[config.mk]
export PLATFORM = sky130hd
export DESIGN_NAME = muldiv_sequencer
export DESIGN_NICKNAME = d
export VERILOG_FILES = /design/src/rtl/muldiv_sequencer.sv
export SDC_FILE = /design/constraint.sdc
export NUM_CORES = 1
export LEC_CHECK = 0
export ABC_AREA = 1
export BUFFER_PORTS_ARGS = -buffer_cell sky130_fd_sc_hd__buf_2
export CELL_PAD_IN_SITES_DETAIL_PLACEMENT = 1
export CELL_PAD_IN_SITES_GLOBAL_PLACEMENT = 2
export CORE_MARGIN = 1
export CORE_UTILIZATION = 33
export DETAILED_ROUTE_END_ITERATION = 16
export PLACE_DENSITY_LB_ADDON = 0.3
export SLEW_MARGIN = 15
export SYNTH_ARGS = -nofsm -noshare
export SYNTH_HDL_FRONTEND = slang
export SYNTH_SLANG_ARGS = --single-unit
[constraint.sdc]
create_clock -name clk -period 3.6 [get_ports clk]
set_input_delay 0.72 -clock clk [delete_from_list [all_inputs] [get_ports clk]]
set_output_delay 0.72 -clock clk [all_outputs]
set_load 0.01 [all_outputs]
[src/rtl/muldiv_sequencer.sv]
`default_nettype none
// ============================================================================
// Module   : muldiv_sequencer
// Purpose  : Multicycle sequencer for signed MULT / DIV. Runs WIDTH iterations
//            of shift-add multiply or restoring divide on operand magnitudes,
//            then applies signs and writes the HI/LO result registers.
//            Divide-by-zero is flagged without touching HI/LO.
// Ports    : clk      - system clock, rising edge
//            reset    - asynchronous, active-low reset
//            Start    - request, sampled only while idle
//            Op       - 0 = MULT, 1 = DIV
//            A, B     - signed operands (rs, rt)
//            Busy     - high while iterating or fixing signs
//            Done     - one-cycle pulse, Hi/Lo valid from this cycle
//            DivZero  - one-cycle pulse on DIV with B == 0
//            Hi, Lo   - MULT upper/lower product, DIV remainder/quotient
// Revision : 1.0 - initial release
// ============================================================================
module muldiv_sequencer #(
    parameter int WIDTH = 32
) (
    input  logic             clk,
    input  logic             reset,
    input  logic             Start,
    input  logic             Op,
    input  logic [WIDTH-1:0] A,
    input  logic [WIDTH-1:0] B,
    output logic             Busy,
    output logic             Done,
    output logic             DivZero,
    output logic [WIDTH-1:0] Hi,
    output logic [WIDTH-1:0] Lo
);

    localparam int               c_CNT_W = (WIDTH > 1) ? $clog2(WIDTH) : 1;
    localparam logic [c_CNT_W-1:0] c_LAST = c_CNT_W'(WIDTH - 1);

    typedef enum logic [2:0] {
        S_IDLE = 3'd0,
        S_CALC = 3'd1,
        S_FIX  = 3'd2,
        S_DONE = 3'd3,
        S_DZ   = 3'd4
    } state_t;

    state_t               r_state;
    state_t               w_state_nxt;
    logic                 w_accept;

    logic [c_CNT_W-1:0]   r_cnt;
    logic                 r_op;
    logic                 r_sa;
    logic                 r_sb;
    // Fixed operand: multiplicand |A| for MULT, divisor |B| for DIV.
    logic [WIDTH-1:0]     r_opnd;
    // MULT: {partial product high, remaining multiplier bits}.
    // DIV : {partial remainder, dividend bits shifting into quotient}.
    logic [2*WIDTH-1:0]   r_acc;

    logic [WIDTH-1:0]     w_mag_a;
    logic [WIDTH-1:0]     w_mag_b;
    logic [WIDTH:0]       w_mul_sum;
    logic [2*WIDTH-1:0]   w_mul_step;
    logic [WIDTH:0]       w_div_shift;
    logic [WIDTH:0]       w_div_diff;
    logic [2*WIDTH-1:0]   w_div_step;
    logic [2*WIDTH-1:0]   w_prod_signed;
    logic [WIDTH-1:0]     w_rem;
    logic [WIDTH-1:0]     w_quot;
    logic [WIDTH-1:0]     w_hi_fix;
    logic [WIDTH-1:0]     w_lo_fix;

    // ------------------------------------------------------------------
    // State register and registered status outputs
    // ------------------------------------------------------------------
    always_ff @(posedge clk or negedge reset) begin
        if (!reset) begin
            r_state <= S_IDLE;
            Busy    <= 1'b0;
            Done    <= 1'b0;
            DivZero <= 1'b0;
        end else begin
            r_state <= w_state_nxt;
            Busy    <= (w_state_nxt == S_CALC) || (w_state_nxt == S_FIX);
            Done    <= (w_state_nxt == S_DONE);
            DivZero <= (w_state_nxt == S_DZ);
        end
    end

    // ------------------------------------------------------------------
    // Next-state logic
    // ------------------------------------------------------------------
    always_comb begin
        w_state_nxt = r_state;
        w_accept    = 1'b0;
        case (r_state)
            S_IDLE: begin
                if (Start) begin
                    if (Op && (B == '0)) begin
                        w_state_nxt = S_DZ;
                    end else begin
                        w_state_nxt = S_CALC;
                        w_accept    = 1'b1;
                    end
                end
            end
            S_CALC:  if (r_cnt == c_LAST) w_state_nxt = S_FIX;
            S_FIX:   w_state_nxt = S_DONE;
            S_DONE:  w_state_nxt = S_IDLE;
            S_DZ:    w_state_nxt = S_IDLE;
            default: w_state_nxt = S_IDLE;
        endcase
    end

    // ------------------------------------------------------------------
    // Datapath
    // ------------------------------------------------------------------
    assign w_mag_a = A[WIDTH-1] ? (-A) : A;
    assign w_mag_b = B[WIDTH-1] ? (-B) : B;

    // Add-then-shift-right; the carry out of the add becomes the new MSB.
    assign w_mul_sum  = {1'b0, r_acc[2*WIDTH-1:WIDTH]}
                      + (r_acc[0] ? {1'b0, r_opnd} : {(WIDTH+1){1'b0}});
    assign w_mul_step = {w_mul_sum, r_acc[WIDTH-1:1]};

    // Restoring step: the remainder stays below the divisor, so the
    // shifted value fits in WIDTH+1 bits and the restore path fits in WIDTH.
    assign w_div_shift = {r_acc[2*WIDTH-1:WIDTH], r_acc[WIDTH-1]};
    assign w_div_diff  = w_div_shift - {1'b0, r_opnd};
    assign w_div_step  = w_div_diff[WIDTH]
                       ? {w_div_shift[WIDTH-1:0], r_acc[WIDTH-2:0], 1'b0}
                       : {w_div_diff[WIDTH-1:0],  r_acc[WIDTH-2:0], 1'b1};

    assign w_prod_signed = (r_sa ^ r_sb) ? (-r_acc) : r_acc;
    assign w_rem         = r_acc[2*WIDTH-1:WIDTH];
    assign w_quot        = r_acc[WIDTH-1:0];

    // Quotient truncates toward zero; remainder follows the dividend sign.
    // The most-negative / -1 case wraps back to the most-negative value.
    assign w_hi_fix = r_op ? (r_sa ? (-w_rem) : w_rem)
                           : w_prod_signed[2*WIDTH-1:WIDTH];
    assign w_lo_fix = r_op ? ((r_sa ^ r_sb) ? (-w_quot) : w_quot)
                           : w_prod_signed[WIDTH-1:0];

    always_ff @(posedge clk or negedge reset) begin
        if (!reset) begin
            r_cnt  <= '0;
            r_op   <= 1'b0;
            r_sa   <= 1'b0;
            r_sb   <= 1'b0;
            r_opnd <= '0;
            r_acc  <= '0;
            Hi     <= '0;
            Lo     <= '0;
        end else if (w_accept) begin
            r_cnt  <= '0;
            r_op   <= Op;
            r_sa   <= A[WIDTH-1];
            r_sb   <= B[WIDTH-1];
            r_opnd <= Op ? w_mag_b : w_mag_a;
            r_acc  <= {{WIDTH{1'b0}}, (Op ? w_mag_a : w_mag_b)};
        end else if (r_state == S_CALC) begin
            r_cnt  <= (r_cnt == c_LAST) ? '0 : r_cnt + 1'b1;
            r_acc  <= r_op ? w_div_step : w_mul_step;
        end else if (r_state == S_FIX) begin
            Hi     <= w_hi_fix;
            Lo     <= w_lo_fix;
        end
    end

endmodule
`default_nettype wire
==> impl_metrics.toml, run 1 <==
[layout]
drive_gt1_frac = 0.0930
fin_nets = 3194
area_growth_pct = 12.2

[route]
drtIter0Drc = 1412
wl_per_cell_um = 22.8
wl_um = 85500
vias_per_cell = 5.38
dr.pass1.iters = 5
vias = 20200
route.detailed.drc = 0
ant_nets = 0

[clock_network]
cts_resized = 0
postCtsSetupRepairBufs = 0
cts.clk_slew.worst_paths_ns = 0.07
worst_skew_pair.late_latency_ns = 0.51
htree_levels = 4
ctsHoldBuffers = 0
numCtsBuffers = 17
cts_tree = "done"
clock_path_buffers = 2
cts_root_buf = "clkbuf_16"
cts_sinks = 174

[job]
cap_violations = 0

[synthesis]
netlist_instances = 2932
synth_common_cells = "972 x nand2_1, 410 x inv_1, 291 x nor2_1"
synth_area_per_cell_sq_um = 5.95
ys_async_sr_fraction = 1.00
yosysSeqAreaShare = 0.250
synth.net_count = 3072
synth_top_area_share = 0.250
yosysWarnings = 0
synth_seq_cells = 174
yosys_most_used_dff = "dfrtp_1"
synth_edf_count = 0
synth_top_area_cell = "dfrtp_1"
synth_area_leaders = "dfrtp_1 25%, nand2_1 21%, inv_1 8.8%"
synthDistinctLibCells = 54
yosysMostFrequentCell = "nand2_1"
synth_area_sq_um = 17400

[worst_setup_path]
worst-path-buf-inv = 3
path_cells = "inv_1 -> fa_1 -> inv_1 -> nand2_1 -> nand2_1 -> nand3_1 -> nand2_2 -> nand2_1 -> nand2_2 -> nand2_2 -> nand2_2 -> nand2_1 -> nand2_2 -> buf_4 -> nand2_1 -> nand3_1 -> nand3_1 -> nand2_1"
path_depth = 18
crit_top_cell = "nand2_1"
required_ns = 4.03
rr_worst_depth = 18
cp-start-kind = "flop"
cp_slowest_cell = "dfrtp_1"
worst_setup_path_end_kind = "flop"
cpPeakStageDelay_ns = 0.54
cp.arrival_ns = 3.60
crit_type = "reg2reg"
crit_fanout = 25
cp_top_family = "simple AND/OR/NAND/NOR gates"

[power]
power_frac_clock = 0.094
vdd_ir_drop_max_mv = 0.559
power.density_nw_per_um2 = 1000
intPower_w = 0.00787
total_power_w = 0.0196
p_sw_frac = 0.599
p_leak_nw = 10.4
comb_power_share = 0.731
seqPwrFrac = 0.175
p_switching_w = 0.0117

[sta]
setup_violations = 0
skew_ns = 0.0209
period_minus_slack_ns = 3.16
finalMaxSlewViolations = 0
hold_viol = 0
tightest_slew_ns = 1.10
setup_tns_ns = 0
rsz0062_at_grt = "false"
clock.fmax_ghz = 0.316
fin_crit_sh = 0.878
slew_headroom = 0.256

[place]
gp_congestion = 0.988
io_buffer_count = 134
dp_hpwl_um = 71100

[global_route]
gr-total-overflow = 0
grt_pass1_wl_um = 129000
grt_antenna_before_repair = 1
grt_pass1_vias = 20600
groute.usage.overall = 0.324
grt_max_degree = 98

[status]
status = "finished, final reports clean"

[floorplan]
start_util = 0.337
coreArea_sq_um = 51700
rows = 83
io_pins = 135
die_area_sq_um = 53700
die_y_um = 232
fp.dieW_um = 232

[min_path]
min_path_type = "in2async"
[path summary, 6_finish.rpt]
| check | from | end | slack [ns] |
|---|---|---|---|
| min | reset | Lo[15] | 0.17 |
| min in group clk | Hi[16] | Hi[16] | 0.48 |
| min reg2reg | Hi[16] | Hi[16] | 0.48 |
| max | r_acc[32] | r_acc[51] | 0.44 |
| max reg2reg | r_acc[32] | r_acc[51] | 0.44 |
| max in group asynchronous | reset | r_opnd[27] | 2.50 |
[cells in the final DEF, fill, tap and decap left out, drive strengths merged]
master    Yosys  routed
nand2       983     983
inv         421     425
nor2        305     305
nand3       259     259
o21ai       204     204
buf          45     193
dfrtp       174     174
a21oi       109     109
xor2         86      86
ha           70      70
nor3         38      38
nand4        37      37
o211ai       32      32
xnor2        24      24
clkbuf       46      21
a31oi        11      11
or2          10      10
o21bai        9       9
nand3b        8       8
o221ai        8       8
a22oi         8       8
clkinv        3       8
o21a          6       6
a21o          6       6
nor4          6       6
o22ai         5       5
and2          5       5
o31ai         2       2
o2111ai       2       2
a22o          2       2
fa            2       2
clkinvlp      0       2
diode         0       1
and3          1       1
a31o          1       1
nand2b        1       1
a211oi        1       1
nor3b         1       1
a211o         1       1
[power groups by stage]
stage	Combinational [W]	Clock, W	Sequential, W
global placement	0.0139	0	0.00342
CTS	0.0142	0.00188	0.00339
finish	0.0143	0.00185	0.00343
floorplan	0.00930	0	0.00312
detailed placement	0.0141	0	0.00342
global route	0.0158	0.00194	0.00346
[routing by layer]
layer / GRT usage / vias to the layer above / part of all wire
li1: - / 9590 / -
met3: 0.0486 / 113 / 0.056
met2: 0.516 / 612 / 0.45
met5: 0 / - / 0.00015
met1: 0.439 / 9841 / 0.46
met4: 0.124 / 2 / 0.038
[layout make-up]
class                           instances  area, sq um
Antenna cell                            1         2.50
Clock buffer                           20          447
Clock inverter                         11         85.1
Fill cell                            7084        32200
Inverter                              424         1590
Multi-Input combinational cell       2243        11100
Sequential cell                       174         4360
Tap cell                              680          851
Timing Repair Buffer                  194         1170
[registers in the layout, indices dropped and copies added, names as in the netlist]
name and cells:
r_sb 1, r_sa 1, Lo 32, r_cnt 5, r_op 1, Hi 32
r_state 3, Busy 1, Done 1, r_acc 64, DivZero 1, r_opnd 32
[worst register-to-register path: stages, from the launching register on]
cell	delay [ns]
dfrtp_1	0.54
inv_1	0.17
fa_1	0.47
inv_1	0.14
nand2_1	0.07
nand2_1	0.07
nand3_1	0.09
nand2_2	0.13
nand2_1	0.08
nand2_2	0.09
nand2_2	0.08
nand2_2	0.08
nand2_1	0.06
nand2_2	0.49
buf_4	0.25
nand2_1	0.06
nand3_1	0.07
nand3_1	0.08
nand2_1	0.09
[cell families (layout without fill, tap and decap cells)]
family,after synthesis,count (layout),share of synthesized area
and+or+nand+nor,1654,1654,0.394
buffers and inverters,515,649,0.116
AOI/OAI and AO/OA,407,407,0.132
DFF,174,174,0.250
xor gates and xnor gates,110,110,0.0553
adders and majority gates,72,72,0.0525
other,0,1,0
[through the flow]
| step | std cells | setup slack, ns | hold slack (ns) | util | area [sq um] |
|---|---|---|---|---|---|
| 2_1_floorplan | 2932 | 1.03 | 0.424 | - | 17400 |
| 3_3_place_gp | 3715 | 0.478 | 0.458 | 0.368 | 19000 |
| 6_report | 3747 | 0.439 | 0.170 | 0.378 | 19600 |
| 3_5_place_dp | 3715 | 0.385 | 0.466 | 0.368 | 19000 |
| 5_1_grt | 3746 | 0.247 | 0.213 | 0.378 | 19600 |
| 4_1_cts | 3746 | 0.469 | 0.212 | 0.378 | 19600 |
Note: power is estimated with default switching activity, not from simulation.
==> run 2: changes to the inputs <==
BUFFER_PORTS_ARGS = -buffer_cell sky130_fd_sc_hd__clkbuf_2   (was -buffer_cell sky130_fd_sc_hd__buf_2)
==> impl_metrics.toml, run 2 (synthesized netlist as in run 1, its figures left out) <==
[layout]
antennaDiodeCount = 0
largest-register = "r_acc"
filler_cell_count = 7072
largest_reg_flops = 64
fin_nets = 3184
utilization = 0.379
area_growth_pct = 12.4
drive_gt1_frac = 0.0909
stdcell_count = 3737
final_common_cell = "nand2_1"
final_cell_mix = "972 x nand2_1, 410 x inv_1, 289 x nor2_1, 257 x nand3_1, 176 x o21ai_0"

[power]
vdd_ir_drop_max_mv = 0.419
power.density_nw_per_um2 = 1010
p_leak_nw = 10.3

[clock_network]
htree_levels = 4
worst_skew_pair.late_latency_ns = 0.47
cts_sinks = 174
cts_resized = 0
cts_tree = "done"
cts_root_buf = "clkbuf_16"
postCtsSetupRepairBufs = 0
clock_path_buffers = 2
cts.clk_slew.worst_paths_ns = 0.08
ctsHoldBuffers = 0
numCtsBuffers = 17

[sta]
rsz0062_at_grt = "false"
finalMaxSlewViolations = 0
tightest_slew_ns = 1.14
skew_ns = 0.0162
hold_viol = 0
slew_headroom = 0.232
fin_crit_sh = 0.876
setup_tns_ns = 0
period_minus_slack_ns = 3.15
setup_violations = 0
clock.fmax_ghz = 0.317

[floorplan]
io_pins = 135
die_area_sq_um = 53700
fp.dieW_um = 232
die_y_um = 232
coreArea_sq_um = 51700
rows = 83
start_util = 0.337

[worst_setup_path]
crit_start = "r_acc[32]"
cp.arrival_ns = 3.50
required_ns = 3.94
worstReg2RegStart = "r_acc[32]"
worst_setup_path_end_kind = "flop"
crit_fanout = 30
crit_type = "reg2reg"
cp-start-kind = "flop"

[global_route]
grt_pass1_vias = 20600
use_met2 = 0.511
grt.met3_usage = 0.0309
gr-total-overflow = 0
grt_max_degree = 114
met1_usage = 0.449
groute.usage.overall = 0.324
grt_pass1_wl_um = 130000
grt_antenna_before_repair = 0
gr-max-usage-layer = "met2"

[route]
wl_per_cell_um = 23.1
wl_um = 86200
drtIter0Drc = 1402
vias = 20100
dr.pass1.iters = 5
route.detailed.drc = 0
vias_per_cell = 5.38
ant_nets = 0

[place]
placedCellCount = 3705
dp_hpwl_um = 71800
gp_congestion = 1.01
io_buffer_count = 134

[job]
cap_violations = 0

[status]
status = "finished, final reports clean"

[min_path]
min_path_type = "in2async"
-- run 2: changes by cell type in the layout (fill, tap and decap cells not counted), moves of 2 or more --
cell | previous run | this run
inv_8 | 1 | 3
clkinv_4 | 2 | 0
bufinv_16 | 0 | 3
clkbuf_2 | 0 | 133
buf_4 | 57 | 45
clkbuf_1 | 2 | 0
buf_12 | 3 | 5
buf_2 | 133 | 0
-- run 2: per-stage QoR --
| step | setup slack [ns] | cell area, sq um | power [W] | hold WS (ns) |
|---|---|---|---|---|
| after floorplan | 1.03 | 17400 | 0.0124 | 0.424 |
| after global placement | 0.460 | 19000 | 0.0172 | 0.464 |
| after detailed placement | 0.407 | 19000 | 0.0174 | 0.469 |
| after CTS | 0.460 | 19600 | 0.0196 | 0.324 |
| after global routing | 0.203 | 19600 | 0.0214 | 0.347 |
| final | 0.446 | 19600 | 0.0197 | 0.296 |
-- run 2: power breakdown --
part / total, W / internal (W) / leakage, nW / switching [W]
combinational: 0.0142 / 0.00433 / 7.83 / 0.00983
clock: 0.00207 / 0.00115 / 0.302 / 0.000927
sequential: 0.00348 / 0.00256 / 2.19 / 0.000927
-- run 2: critical path, stage by stage, from the launching register on --
cell and delay, ns:
dfrtp_1 0.55, inv_1 0.17, fa_1 0.48, inv_1 0.13, nand2_1 0.07, nand2_1 0.08
nand3_1 0.09, nand2_2 0.15, nand2_1 0.08, nand2_2 0.08, nand2_2 0.08, nand2_2 0.08
nand2_1 0.06, nand2_2 0.54, nand3_1 0.18, nand3_1 0.13, o21ai_1 0.06
-- run 2: final timing paths --
| path | end | cells past startpoint | slack [ns] |
|---|---|---|---|
| setup / recovery | r_acc[37] | 16 | 0.45 |
| max in group asynchronous | r_opnd[20] | 2 | 2.49 |
| hold reg to reg | Hi[24] | 2 | 0.48 |
| hold / removal | Lo[22] | 1 | 0.30 |
| setup reg to reg | r_acc[37] | 16 | 0.45 |
| min in group clk | Hi[24] | 2 | 0.48 |
-- run 2: area by class of cell --
| class | count | area, sq um | area share |
|---|---|---|---|
| inverters | 424 | 1590 | 0.0813 |
| well taps | 680 | 851 | 0.0434 |
| multi-input cells | 2243 | 11100 | 0.564 |
| clock buffers | 19 | 453 | 0.0231 |
| flip-flops and latches | 174 | 4360 | 0.222 |
| repair buffers | 184 | 1120 | 0.0570 |
| clock inverters | 13 | 174 | 0.00887 |
-- run 2: per-layer routing --
metal	wire length [um]	vias up
met3	3880	113
li1	-	9547
met5	0	-
met4	3430	0
met2	38200	567
met1	40700	9894
